### config.mk
export PLATFORM = sky130hd
export DESIGN_NAME = pc_unit
export DESIGN_NICKNAME = d
export VERILOG_FILES = /design/src/rtl/pc_unit.sv
export SDC_FILE = /design/constraint.sdc
export NUM_CORES = 1
export LEC_CHECK = 0
export CAP_MARGIN = 20
export CORE_UTILIZATION = 35
export CTS_CLUSTER_SIZE = 8
export DETAILED_ROUTE_END_ITERATION = 6
export SYNTH_ARGS = -nofsm -noshare
export SYNTH_HDL_FRONTEND = slang
export SYNTH_SLANG_ARGS = --single-unit
### constraint.sdc
create_clock -name CLK -period 6.08 [get_ports CLK]
set_clock_uncertainty 0.2 [all_clocks]
set_input_delay 1.216 -clock CLK [delete_from_list [all_inputs] [get_ports CLK]]
set_output_delay 1.216 -clock CLK [all_outputs]
set_load 0.1 [all_outputs]
### src/rtl/pc_unit.sv
// Program-counter unit for the fetch stage: PC register, sequential and
// PC-relative target generation, absolute jump/call/return through a circular
// return-address stack, and trap redirect with faulting-PC capture.
module pc_unit #(
   parameter int unsigned             WIDTH     = 16,
   parameter logic [WIDTH-1:0]        RESET_VEC = '0,
   parameter logic [WIDTH-1:0]        TRAP_VEC  = WIDTH'('h100),
   parameter int unsigned             RAS_DEPTH = 4,
   localparam int unsigned            PTR_W     = $clog2(RAS_DEPTH),
   localparam int unsigned            CNT_W     = $clog2(RAS_DEPTH + 1)
) (
   input  logic             CLK,
   input  logic             reset,
   input  logic             i_stall,
   input  logic             i_br_taken,
   input  logic [WIDTH-1:0] i_br_offset,
   input  logic             i_jmp,
   input  logic             i_call,
   input  logic             i_ret,
   input  logic [WIDTH-1:0] i_tgt,
   input  logic             i_trap,
   output logic [WIDTH-1:0] o_pc,
   output logic [WIDTH-1:0] o_pc_inc,
   output logic [WIDTH-1:0] o_epc,
   output logic [CNT_W-1:0] o_ras_count,
   output logic             o_ras_underflow
);

   logic [WIDTH-1:0] r_pc;
   logic [WIDTH-1:0] r_epc;
   logic [PTR_W-1:0] r_ptr;    // index of the current top entry
   logic [CNT_W-1:0] r_cnt;
   logic             r_uflow;
   logic [WIDTH-1:0] r_ras [RAS_DEPTH];

   logic [WIDTH-1:0] w_pc_inc;
   logic [WIDTH-1:0] w_pc_nxt;
   logic [WIDTH-1:0] w_epc_nxt;
   logic [PTR_W-1:0] w_ptr_nxt;
   logic [CNT_W-1:0] w_cnt_nxt;
   logic             w_uflow_nxt;
   logic             w_push;
   logic             w_ras_empty;
   logic             w_ras_full;

   assign w_pc_inc    = r_pc + WIDTH'(1);
   assign w_ras_empty = (r_cnt == '0);
   assign w_ras_full  = (r_cnt == CNT_W'(RAS_DEPTH));

   // Next-state selection by strict request priority; stall freezes everything.
   always_comb begin
      w_pc_nxt    = r_pc;
      w_epc_nxt   = r_epc;
      w_ptr_nxt   = r_ptr;
      w_cnt_nxt   = r_cnt;
      w_uflow_nxt = 1'b0;
      w_push      = 1'b0;
      if (!i_stall) begin
         if (i_trap) begin
            w_pc_nxt  = TRAP_VEC;
            w_epc_nxt = r_pc;
         end else if (i_ret && !w_ras_empty) begin
            w_pc_nxt  = r_ras[r_ptr];
            w_ptr_nxt = r_ptr - PTR_W'(1);
            w_cnt_nxt = r_cnt - CNT_W'(1);
         end else if (i_ret) begin
            // Return with nothing to return to: fall through sequentially.
            w_pc_nxt    = w_pc_inc;
            w_uflow_nxt = 1'b1;
         end else if (i_call) begin
            w_pc_nxt  = i_tgt;
            w_push    = 1'b1;
            w_ptr_nxt = r_ptr + PTR_W'(1);
            if (!w_ras_full) begin
               w_cnt_nxt = r_cnt + CNT_W'(1);
            end
         end else if (i_jmp) begin
            w_pc_nxt = i_tgt;
         end else if (i_br_taken) begin
            w_pc_nxt = r_pc + i_br_offset;
         end else begin
            w_pc_nxt = w_pc_inc;
         end
      end
   end

   // Control state with asynchronous reset.
   always_ff @(posedge CLK or posedge reset) begin
      if (reset) begin
         r_pc    <= RESET_VEC;
         r_epc   <= '0;
         r_ptr   <= '0;
         r_cnt   <= '0;
         r_uflow <= 1'b0;
      end else begin
         r_pc    <= w_pc_nxt;
         r_epc   <= w_epc_nxt;
         r_ptr   <= w_ptr_nxt;
         r_cnt   <= w_cnt_nxt;
         r_uflow <= w_uflow_nxt;
      end
   end

   // RAS storage; contents need no reset since r_cnt gates every read.
   always_ff @(posedge CLK) begin
      if (w_push) begin
         r_ras[w_ptr_nxt] <= w_pc_inc;
      end
   end

   assign o_pc            = r_pc;
   assign o_pc_inc        = w_pc_inc;
   assign o_epc           = r_epc;
   assign o_ras_count     = r_cnt;
   assign o_ras_underflow = r_uflow;

endmodule

After elaboration in Yosys (flattened, before gate mapping)
Memories as Yosys holds them, arrays and structs flattened.
Cells that the tools add are included.
Word-level totals
  bits in registers: 38
  bits in latches: 0
  memory bits (writable): 64
  memory bits (read-only): 0
  input bits: 40
  output and inout port bits: 52
  memories: 1
Operators by class
  add/sub/neg operators: 6
  multiply operators: 0
  divide/modulo/power cells: 0
  order comparisons: 0
  equality and inequality tests: 3
  shifts and indexed selects: 0
  mux-type cells: 26
  bitwise logic cells: 2
  reductions and logical operators: 6
Memories
  r_ras: depth 4, width 16, read ports 1, clocked after memory_dff 0, wr ports 1, RTL line 34  | logic [WIDTH-1:0] r_ras [RAS_DEPTH];
Operators by type and width (count)
  $mux W16: 6
  $add A16 B1 Y16 const B: 1
  $add A16 B16 Y16: 1
  $mux W3: 4
  $mux W1: 11
  $mux W2: 5
  $reduce_and A5 Y1: 1
  $ne A2 B1 Y1 const B: 2
  $add A3 B1 Y3 const B: 1
  $eq A3 B3 Y1 const B: 1
  $logic_not A3 Y1: 1
  $sub A3 B1 Y3 const B: 1
  $add A2 B1 Y2 const B: 1
  $not A1 Y1: 2
  $reduce_and A2 Y1: 1
  $reduce_bool A2 Y1: 1
  $sub A2 B1 Y2 const B: 1
  $logic_and A1 B1 Y1: 1
  $logic_not A1 Y1: 1

Logic depth before layout (Yosys ltp)
  depth after elaboration: 8
  depth in mapped cells: 10

Least setup slack after synthesis
No wires, ideal clock.
  path type: register to output
  start: reg r_pc[0] (netlist: o_pc[0])
  end: out o_pc_inc[10]
  arrival: 3.489 ns
  path slack: 1.175 ns
  stages on the path, launching flop included: 5
  path buffers: 0
  cell sequence: dfrtp_1 ha_1 and4_1 nand4_1 xnor2_1
On the way
  word-level cells in the longest chain between the ends: 1
RTL lines
  start, declared: RTL line 29  | logic [WIDTH-1:0] r_pc;
  start signal, assigned: RTL line 96  | r_pc <= w_pc_nxt;
  $add A16 B1 Y16: RTL line 46  | assign w_pc_inc = r_pc + WIDTH'(1);
  end, declared: RTL line 23  | output logic [WIDTH-1:0] o_pc_inc,
Every way passes these cells.

Worst setup path after layout
  start: reg r_pc[0] (netlist: o_pc[0])
  end: out o_pc_inc[14]
The elaborated chain is that of the path after synthesis.

==> flow_metrics.py <==
metrics = {
    "outcome": {
        "status": "finished, final reports clean",
    },
    "timing": {
        "setup_slack_ns": 1.21,
        "slew_headroom_pct": 29.5,
        "finalSetupViolCount": 0,
        "fmax_mhz": 205,
        "fin_crit_ns": 4.87,
        "hold_viol": 0,
        "fin_crit_sh_pct": 80.2,
        "final_max_slew_viol_count": 0,
        "tightestPinTransition_ns": 1.06,
        "rsz0062_at_grt": "false",
        "finalSetupTns_ns": 0,
    },
    "logic_synthesis": {
        "synth_area_um2": 5370,
        "synth_area_per_cell_um2": 12.4,
        "async_flop_share_pct": 37.3,
        "synthFlopType": "edfxtp_1",
        "synth_edf_count": 64,
        "ys_types": 64,
        "seq_area_frac_synth_pct": 53.5,
        "ys_warn_count": 0,
        "synth_nets": 490,
        "yosys_register_bits": 102,
        "postSynthCellCount": 432,
    },
    "clock_network": {
        "cts_buffers": 9,
        "tritoncts": "built",
        "clk_pin_slew_worst_paths_ns": 0.07,
        "postCtsSetupBuffers": 0,
        "ctsHtreeMaxLevel": 3,
        "cts_hold_buf": 0,
        "clockBufferDepth": 2,
        "cts.sinks": 102,
        "cts-root-buf": "clkbuf_16",
        "postCtsResizedCells": 0,
        "clk_latency_ns": 0.35,
    },
    "final_layout": {
        "n_antenna_cell": 0,
        "drive_above_1_share_pct": 13.5,
        "n_fill_cell": 1372,
        "synthToLayoutAreaGrowth_pct": 25.7,
        "nNetsFinal": 578,
        "final_cell_count_no_fill": 709,
    },
    "setup_path": {
        "slowest_stage": "clkdlybuf4s50_1",
        "r2r_slack_ns": 3.07,
        "cpPeakStageDelay_ns": 1.22,
        "worstSetupPathType": "flop to output port",
        "cp_max_fo": 9,
        "crit_path_end_kind": "output port",
        "startpoint": "o_pc[0]",
        "cp.required_ns": 4.66,
        "crit_chain": "ha_1, and4_1, nand2_1, nor3_1, xnor2_1, clkdlybuf4s50_1",
        "reg2reg_from": "o_ras_count[2]",
        "crit_family": "buffers and inverters",
        "cp-endpoint": "o_pc_inc[14]",
        "arrival_ns": 3.46,
        "cp.depth": 6,
        "path_buf_inv": 1,
        "r2r_cells": 7,
        "r2r-end": "o_ras_count[2]",
        "worst_setup_path_start_kind": "flop",
    },
    "detailed_routing": {
        "dr.pass1.iters": 5,
        "vias": 3877,
        "totalWireLength_mm": 14.2,
        "via_per_inst": 5.47,
        "route.detailed.drc": 0,
        "ant_nets": 0,
        "wl_per_cell_um": 20.1,
        "drtIter0Drc": 297,
    },
    "die": {
        "initial_core_util_pct": 36.4,
        "die-width_um": 126,
        "die_y_um": 126,
        "rows": 44,
        "coreArea_um2": 14800,
        "die_area_um2": 15800,
        "io-pin-count": 92,
    },
    "placed_design": {
        "dp_hpwl_mm": 10.2,
        "io_buffers": 91,
        "place.gp.congestion": 0.815,
        "dp_slack_ns": 1.65,
        "placedCellCount": 693,
    },
    "pwr": {
        "peakVddDrop_mv": 0.339,
        "total_power_mw": 3.16,
        "p_leak_nw": 2.53,
        "power.density_nw_per_um2": 468,
    },
    "hold_path": {
        "holdCritPathClass": "flop to flop",
    },
    "flow_run": {
        "maxCapViolations": 0,
    },
    "global_routing": {
        "grtUsageTotal_pct": 18.8,
        "antenna_found_initial": 0,
        "grt_pass1_vias": 3906,
        "grt_max_degree": 39,
        "grt_pass1_wl_mm": 22.4,
        "grt-ovfl-total": 0,
    },
}
==> worst min-delay path by stage <==
stage / startpoint / to / slack [ns] / depth (start not counted)
5_1_grt: o_epc[12] / o_epc[12] / 0.31 / 2
3_3_place_gp: o_epc[12] / o_epc[12] / 0.26 / 2
4_1_cts: o_epc[12] / o_epc[12] / 0.29 / 2
3_5_place_dp: o_epc[12] / o_epc[12] / 0.27 / 2
2_1_floorplan: r_ras[2][3] / o_pc[3] / 0.50 / 3
6_report: o_epc[12] / o_epc[12] / 0.28 / 2
==> cell usage after synthesis, types with 2 or more instances <==
cell      instances  share of area (%)
mux4_2           16                6.7
o221ai_1         10                1.6
nor2_1           24                1.7
ha_1             16                3.7
o31ai_1           3               0.42
and3_1            4               0.47
nor3_1            5               0.47
a211oi_1          8                1.1
inv_1            13               0.91
or2_2             2               0.23
or3_1             2               0.23
o21ai_0          22                2.0
nor2b_1           2               0.23
mux2_2           12                2.5
dfrtp_1          38                 18
o21a_1            3               0.42
buf_6             2               0.42
buf_2             6               0.56
nand3_1           4               0.37
xnor2_1          18                2.9
fa_1              2               0.75
o211a_1           2               0.37
o21bai_1          2               0.28
nor3b_1           3               0.42
o22ai_1           2               0.23
nand4_1           5               0.58
a21boi_0          2               0.28
clkbuf_8          2               0.51
edfxtp_1         64                 36
o221a_2           6                1.3
a22o_1            3               0.49
xor2_1            9                1.5
a21o_1           10                1.4
and2_1            4               0.47
a21oi_1          24                2.2
mux2i_1           2               0.37
clkbuf_1          8               0.56
a31oi_1           4               0.47
nand2_1          39                2.7
nand2b_1          5               0.58
==> placed cells by master, fill, tap and decap left out, drive strengths merged, types with 11 or more instances in the layout <==
cell           count
clkdlybuf4s50     91
edfxtp            64
nand2             39
dfrtp             38
nor2              26
a21oi             25
o21ai             24
xnor2             18
mux4              16
ha                16
inv               14
mux2              12
a21o              11
clkbuf            11
==> sequential cells by signal, summed over array words and instances, names as in the netlist <==
signal / cells
r_ptr: 2
o_epc: 16
o_ras_underflow: 1
o_pc: 16
r_ras: 64
o_ras_count: 3
==> report_power, final <==
| group | internal [mW] | switching (mW) | total, mW |
|---|---|---|---|
| combinational | 0.473 | 1.12 | 1.59 |
| sequential | 0.855 | 0.136 | 0.992 |
| clock | 0.320 | 0.254 | 0.575 |
==> cell type report <==
| cell class | count | area (um2) | area share [%] |
|---|---|---|---|
| Sequential cell | 102 | 2870 | 42.6 |
| Multi-Input combinational cell | 297 | 2350 | 34.8 |
| Timing Repair Buffer | 97 | 956 | 14.2 |
| Clock buffer | 11 | 233 | 3.45 |
| Tap cell | 184 | 230 | 3.41 |
| Clock inverter | 5 | 58.8 | 0.871 |
| Inverter | 13 | 48.8 | 0.723 |
==> kinds of logic (layout without fill, tap and decap cells) <==
kind of cell / Yosys count / in the layout / synth area share (%)
buffers and inverters: 33 / 126 / 3.17
AOI/OAI and AO/OA: 114 / 114 / 14.8
muxes: 30 / 30 / 9.60
DFF: 102 / 102 / 53.5
and+or+nand+nor: 108 / 108 / 10.0
xor gates and xnor gates: 27 / 27 / 4.40
adders and majority gates: 18 / 18 / 4.47
==> routing by layer <==
layer / part of all wire (%) / track usage (%) / vias up
met1: 46 / 26.3 / 1869
met3: 7.9 / 5.56 / 9
li1: - / - / 1828
met5: 0 / 0 / -
met4: 0.73 / 3.61 / 0
met2: 46 / 29.2 / 171
==> tightest hold or removal path: cells and delay by family, from the launching register on <==
family	cells	cell delay, ns
flip-flops	1	0.34
AO/OA/AOI/OAI	1	0.06
AND/OR/NAND/NOR	1	0.05
==> per-stage QoR <==
step | hold WS [ns] | cell area (um2) | util [%]
detailed placement | 0.274 | 6460 | 43.8
floorplan | 0.500 | 5370 | -
global route | 0.310 | 6750 | 45.8
CTS | 0.289 | 6750 | 45.8
global placement | 0.263 | 6460 | 43.8
finish | 0.285 | 6750 | 45.8
Note: power is estimated with default switching activity, not from simulation.
